$ cat src/rtl/mrnaiso_valve_sequencer.sv
// Pneumatic valve sequencer for the mRNA isolation bank: cells, beads, lysis, mix, separate, collect.
// Optional FLUSH phase after COLLECT is built only when MRNAISO_FLUSH_EN is defined.
module mrnaiso_valve_sequencer #(
  parameter logic [15:0] T_CELLS   = 16'd16,
  parameter logic [15:0] T_BEADS   = 16'd16,
  parameter logic [15:0] T_LYSIS   = 16'd32,
  parameter logic [15:0] PUMP_DIV  = 16'd4,
  parameter logic [15:0] MIX_REVS  = 16'd8,
  parameter logic [15:0] T_SEP     = 16'd32,
  parameter logic [15:0] T_COLLECT = 16'd16,
  parameter logic [15:0] T_FLUSH   = 16'd8
) (
  input  logic        clk,
  input  logic        rst,
  input  logic        start,
  input  logic        abort,
  input  logic        hold,
  output logic [12:0] ctrl_closed,
  output logic [12:0] flush,
  output logic        busy,
  output logic        done,
  output logic        aborted,
  output logic [2:0]  phase
);

  typedef enum logic [2:0] {
    S_IDLE, S_CELLS, S_BEADS, S_LYSIS, S_MIX, S_SEP, S_COLLECT, S_FLUSH
  } state_t;

  localparam int unsigned PD_EFF   = (PUMP_DIV == 16'd0) ? 1 : int'(PUMP_DIV);
  localparam int unsigned MR_EFF   = (MIX_REVS == 16'd0) ? 1 : int'(MIX_REVS);
  localparam logic [23:0] D_MIX    = 24'(6 * PD_EFF * MR_EFF);
  localparam logic [15:0] PD_RLD   = (PUMP_DIV == 16'd0) ? 16'd1 : PUMP_DIV;

  function automatic logic [23:0] eff(input logic [15:0] t);
    return (t == 16'd0) ? 24'd1 : {8'd0, t};
  endfunction

  function automatic logic [23:0] dur_of(input state_t s);
    case (s)
      S_CELLS:   return eff(T_CELLS);
      S_BEADS:   return eff(T_BEADS);
      S_LYSIS:   return eff(T_LYSIS);
      S_MIX:     return D_MIX;
      S_SEP:     return eff(T_SEP);
      S_COLLECT: return eff(T_COLLECT);
      S_FLUSH:   return eff(T_FLUSH);
      default:   return 24'd1;
    endcase
  endfunction

  // {pump3,pump2,pump1} closed bits for each peristaltic step
  function automatic logic [2:0] pump_pat(input logic [2:0] step);
    case (step)
      3'd0:    return 3'b110;
      3'd1:    return 3'b100;
      3'd2:    return 3'b101;
      3'd3:    return 3'b001;
      3'd4:    return 3'b011;
      3'd5:    return 3'b010;
      default: return 3'b110;
    endcase
  endfunction

  function automatic logic [12:0] ctrl_of(input state_t s, input logic [2:0] step);
    logic [12:0] v;
    v = 13'h1FFF;
    case (s)
      S_CELLS:   v[12:11] = 2'b00;
      S_BEADS:   begin v[10] = 1'b0; v[8] = 1'b0; end
      S_LYSIS:   v[2:1] = 2'b00;
      S_MIX:     v[6:4] = pump_pat(step);
      S_SEP:     begin v[9] = 1'b0; v[7] = 1'b0; end
      S_COLLECT: begin v[3] = 1'b0; v[0] = 1'b0; end
      S_FLUSH:   v = 13'h0000;
      default:   ;
    endcase
    return v;
  endfunction

  function automatic state_t next_of(input state_t s);
    case (s)
      S_IDLE:    return S_CELLS;
      S_CELLS:   return S_BEADS;
      S_BEADS:   return S_LYSIS;
      S_LYSIS:   return S_MIX;
      S_MIX:     return S_SEP;
      S_SEP:     return S_COLLECT;
`ifdef MRNAISO_FLUSH_EN
      S_COLLECT: return S_FLUSH;
`else
      S_COLLECT: return S_IDLE;
`endif
      default:   return S_IDLE;
    endcase
  endfunction

  state_t      r_state;
  logic [23:0] r_cnt;
  logic [15:0] r_div;
  logic [2:0]  r_step;
  logic [12:0] r_ctrl;
  logic        r_busy;
  logic        r_done;
  logic        r_aborted;
  logic        r_start;
`ifdef MRNAISO_FLUSH_EN
  logic [12:0] r_flush;
`endif

  state_t      w_target;
  logic        w_idle;
  logic        w_go;
  logic [2:0]  w_step_nxt;

  assign w_idle     = (r_state == S_IDLE);
  assign w_target   = next_of(r_state);
  assign w_go       = w_idle ? (r_start & ~abort) : (~abort & ~hold & (r_cnt <= 24'd1));
  assign w_step_nxt = (r_step == 3'd5) ? 3'd0 : r_step + 3'd1;

  // start is registered once in IDLE, so LOAD_CELLS begins the edge after it is sampled
  always_ff @(posedge clk) begin
    if (rst) begin
      r_state   <= S_IDLE;
      r_cnt     <= 24'd1;
      r_div     <= PD_RLD;
      r_step    <= 3'd0;
      r_ctrl    <= 13'h1FFF;
      r_busy    <= 1'b0;
      r_done    <= 1'b0;
      r_aborted <= 1'b0;
      r_start   <= 1'b0;
`ifdef MRNAISO_FLUSH_EN
      r_flush   <= 13'h0000;
`endif
    end else begin
      r_done    <= 1'b0;
      r_aborted <= 1'b0;
      r_start   <= w_idle & start & ~abort;
      if (!w_idle && abort) begin
        r_state   <= S_IDLE;
        r_ctrl    <= 13'h1FFF;
        r_busy    <= 1'b0;
        r_aborted <= 1'b1;
`ifdef MRNAISO_FLUSH_EN
        r_flush   <= 13'h0000;
`endif
      end else if (w_go) begin
        r_state <= w_target;
        r_cnt   <= dur_of(w_target);
        r_ctrl  <= ctrl_of(w_target, 3'd0);
        r_busy  <= (w_target != S_IDLE);
        r_done  <= (w_target == S_IDLE);
        r_step  <= 3'd0;
        r_div   <= PD_RLD;
`ifdef MRNAISO_FLUSH_EN
        r_flush <= (w_target == S_FLUSH) ? 13'h1FFF : 13'h0000;
`endif
      end else if (!w_idle && !hold) begin
        r_cnt <= r_cnt - 24'd1;
        if (r_state == S_MIX) begin
          if (r_div <= 16'd1) begin
            r_div  <= PD_RLD;
            r_step <= w_step_nxt;
            r_ctrl <= ctrl_of(S_MIX, w_step_nxt);
          end else begin
            r_div <= r_div - 16'd1;
          end
        end
      end
    end
  end

  assign ctrl_closed = r_ctrl;
  assign busy        = r_busy;
  assign done        = r_done;
  assign aborted     = r_aborted;
  assign phase       = r_state;
`ifdef MRNAISO_FLUSH_EN
  assign flush       = r_flush;
`else
  assign flush       = 13'h0000;
`endif

endmodule
$ cat config.mk
export PLATFORM = sky130hd
export DESIGN_NAME = mrnaiso_valve_sequencer
export DESIGN_NICKNAME = d
export VERILOG_FILES = /design/src/rtl/mrnaiso_valve_sequencer.sv
export SDC_FILE = /design/constraint.sdc
export NUM_CORES = 1
export LEC_CHECK = 0
export BUFFER_PORTS_ARGS = -buffer_cell sky130_fd_sc_hd__buf_2
export CAP_MARGIN = 20
export CORE_UTILIZATION = 60
export CTS_BUF_LIST = sky130_fd_sc_hd__clkbuf_4
export DETAILED_ROUTE_END_ITERATION = 6
export PLACE_DENSITY_LB_ADDON = 0.12
export SETUP_SLACK_MARGIN = 0.5
export SYNTH_ARGS = -nofsm -noshare
export SYNTH_HDL_FRONTEND = slang
export SYNTH_SLANG_ARGS = --single-unit
export TNS_END_PERCENT = 30
$ cat constraint.sdc
create_clock -name clk -period 3.6 [get_ports clk]
set_clock_uncertainty 0.15 [all_clocks]
set_input_delay 0.18 -clock clk [delete_from_list [all_inputs] [get_ports clk]]
set_output_delay 0.18 -clock clk [all_outputs]
set_load 0.05 [all_outputs]
==> run_results.csv <==
group,metric,value,unit
run_status,outcome,"finished clean",
route,ant_nets,0,
clocking,cts_tree,"done",
logic_synthesis,yosysUniqueCellTypes,50,
timing,rsz0062_at_grt,"no",
critical_path,worst-path-buf-inv,0,
global_routing,grt_max_degree,19,
route,vias,2650,
timing,maxSlewHeadroom,55.3,%
logic_synthesis,yosys_warnings,0,
timing,hold_slack,0.0378,ns
pwr,p_leak,1.25,nW
timing,tns,0,ns
timing,tightest_slew,0.660,ns
critical_path,cp_top_family,"simple AND/OR/NAND/NOR gates",
clocking,numCtsBuffers,9,
timing,slew_viol_final,0,
logic_synthesis,yosysTopAreaCell,"dfxtp_1",
logic_synthesis,netlist_top_cells_area,"dfxtp_1, nor2_1, xnor2_1",
critical_path,crit_fanout,12,
cells_and_area,area_growth_syn_to_layout,8.42,%
critical_path,cp.arrival,3.05,ns
global_routing,grt_pass1_wl,11100,µm
clocking,cts_max_level,3,
cells_and_area,final_common_cell,"dfxtp_1",
clocking,cts-resized-gates,0,
critical_path,worstSetupStartpointType,"flop",
die,core.rowCount,25,
route,drt_wl_total,6530,µm
cells_and_area,final_cell_mix,"dfxtp_1, nor2_1, buf_2, nand2_1, nor3_1",
logic_synthesis,synthCells,359,
job,drv_cap,0,
logic_synthesis,synth_edf_count,0,
logic_synthesis,synth-async-reset-ratio,0,%
cells_and_area,fin_cells,452,
route,wl_per_cell,14.4,µm
placed_design,io_buffer_count,23,
timing,setup_viol,0,
cells_and_area,fin_nets,389,
logic_synthesis,yosys_most_used_dff,"dfxtp_1",
die,dieArea,5260,µm²
die,die_h,72.5,µm
pwr,report.power.total,1.35,mW
die,io_pins,37,
critical_path,cp.required,3.74,ns
critical_path,critPathMaxStageDelay,0.85,ns
clocking,cts_buffer_depth,2,
die,core-area,4750,µm²
cells_and_area,n_fill_cell,447,
logic_synthesis,ys_seq_area_share,38.9,%
logic_synthesis,synth.cell_area,2990,µm²
critical_path,cpMostUsedCell,"nor2_1",
cells_and_area,layout-drive-gt1-share,14.8,%
global_routing,antenna_found_initial,0,
clocking,clk_pin_slew,0.10,ns
placed_design,hpwl,4560,µm
route,vias_per_cell,5.86,
hold_path,min_path_type,"input port to flop",
critical_path,path_class,"flop to flop",
placed_design,gp_congestion,0.948,
placed_design,dp.cells,434,
global_routing,first_global_vias,2409,
route,first_pass_iters,5,
clocking,cts_sinks,58,
route,drt_iter0_markers,163,
clocking,clk_latency,0.40,ns
timing,min_period,2.91,ns
timing,fmax,0.344,GHz
logic_synthesis,syn_avg_cell_area,8.32,µm²
global_routing,grt_overflow,0,
logic_synthesis,synth-seq-cells,58,
critical_path,path_cells,"or4b_2 > nor2_1 > nor2_1 > a2111oi_4 > xnor2_1 > nor2_2",
route,drc,0,
die,start_util,62.8,%
clocking,cts_root_buffer,"clkbuf_4",
cells_and_area,final_util,68.1,%
logic_synthesis,synth_top_area_share,38.9,%
critical_path,cp_slowest_cell,"or4b_2",
cells_and_area,antenna_cells,0,
global_routing,gr-usage-all-layers,27.1,%
critical_path,critPathCaptureType,"flop",
die,fp.dieW,72.5,µm
pwr,peakVddDrop,0.253,mV
timing,fin_crit_sh,80.7,%
timing,hold_viol,0,
pwr,powerDensity,417,nW/µm²
final cells by class:
type | instances | area (µm²) | area share, %
multi-input cells | 274 | 1650 | 50.8
clock inverters | 7 | 83.8 | 2.59
inverters | 8 | 30.0 | 0.928
repair buffers | 29 | 165 | 5.10
clock buffers | 9 | 67.6 | 2.09
flip-flops and latches | 58 | 1160 | 35.9
well taps | 67 | 83.8 | 2.59
cells in the mapped netlist (3+ instances only):
cell / n
dfxtp_1: 58
nor2_1: 56
nand2_1: 22
nor3_1: 20
xnor2_1: 19
buf_4: 18
a21oi_1: 17
nor4_1: 14
nand3_1: 13
o21ai_0: 12
xor2_1: 11
or3_1: 10
clkbuf_1: 9
inv_1: 8
or4_1: 7
o211ai_1: 6
a31oi_1: 5
ha_1: 4
nand2b_1: 3
nand3b_1: 3
nor3b_1: 3
or4_4: 3
repair_timing:
action	4_1_cts	5_1_grt
buffers inserted	0	0
hold buffers	2	0
hold endpoints to repair	2	0
worst reg2reg max path, stage by stage, from the launching register on:
cell and delay (ns):
dfxtp_1 0.43, or4b_2 0.86, nor2_1 0.44, nor2_1 0.29, a2111oi_4 0.41, xnor2_1 0.17
nor2_2 0.05
through the flow:
| step | setup WS, ns | area [µm²] |
|---|---|---|
| 4_1_cts | 0.708 | 3240 |
| 3_5_place_dp | 0.736 | 3070 |
| 5_1_grt | 0.588 | 3240 |
| 6_report | 0.694 | 3240 |
| 2_1_floorplan | 0.833 | 3030 |
| 3_3_place_gp | 0.788 | 3070 |
flip-flops by register name (all words and copies together), names as in the netlist:
| name | count |
|---|---|
| phase | 3 |
| done | 1 |
| r_step | 3 |
| r_div | 16 |
| r_cnt | 24 |
| r_start | 1 |
| ctrl_closed | 8 |
| aborted | 1 |
| busy | 1 |
metal layers:
metal / up-vias / wire length (µm) / track usage, % / share of wire, %
li1: 1286 / - / - / -
met1: 1258 / 2980 / 34.6 / 46
met2: 89 / 3090 / 44.8 / 47
met3: 17 / 312 / 4.31 / 4.8
met4: 0 / 142 / 13.1 / 2.2
met5: - / 0 / 0 / 0
worst paths after layout:
kind | startpoint | endpoint | slack [ns] | depth (start not counted)
worst min register to register | busy$_SDFFE_PP0N_ | busy$_SDFFE_PP0N_ | 0.32 | 2
worst max-delay path | phase[2]$_SDFFE_PP0N_ | r_div[12]$_SDFFE_PP0P_ | 0.69 | 6
worst min-delay path | abort | r_start$_SDFF_PP0_ | 0.04 | 2
worst max register to register | phase[2]$_SDFFE_PP0N_ | r_div[12]$_SDFFE_PP0P_ | 0.69 | 6
power by group:
part           total [mW]  internal [mW]  switching, mW  leakage, nW
logic               0.167         0.0459          0.121        0.690
registers           0.666          0.652         0.0134        0.468
clock network       0.517          0.275          0.242       0.0869
total                1.35          0.973          0.377         1.25
cells by family after synthesis:
family,count (synthesis),share of synthesized area (%)
compound gates,58,13.6
xor+xnor,30,8.80
fa+ha+maj,4,1.68
buf+inv,39,7.50
flops,58,38.9
mux,2,0.712
other cells,1,0.126
simple gates,167,28.7
(Power assumes the default switching activity.)
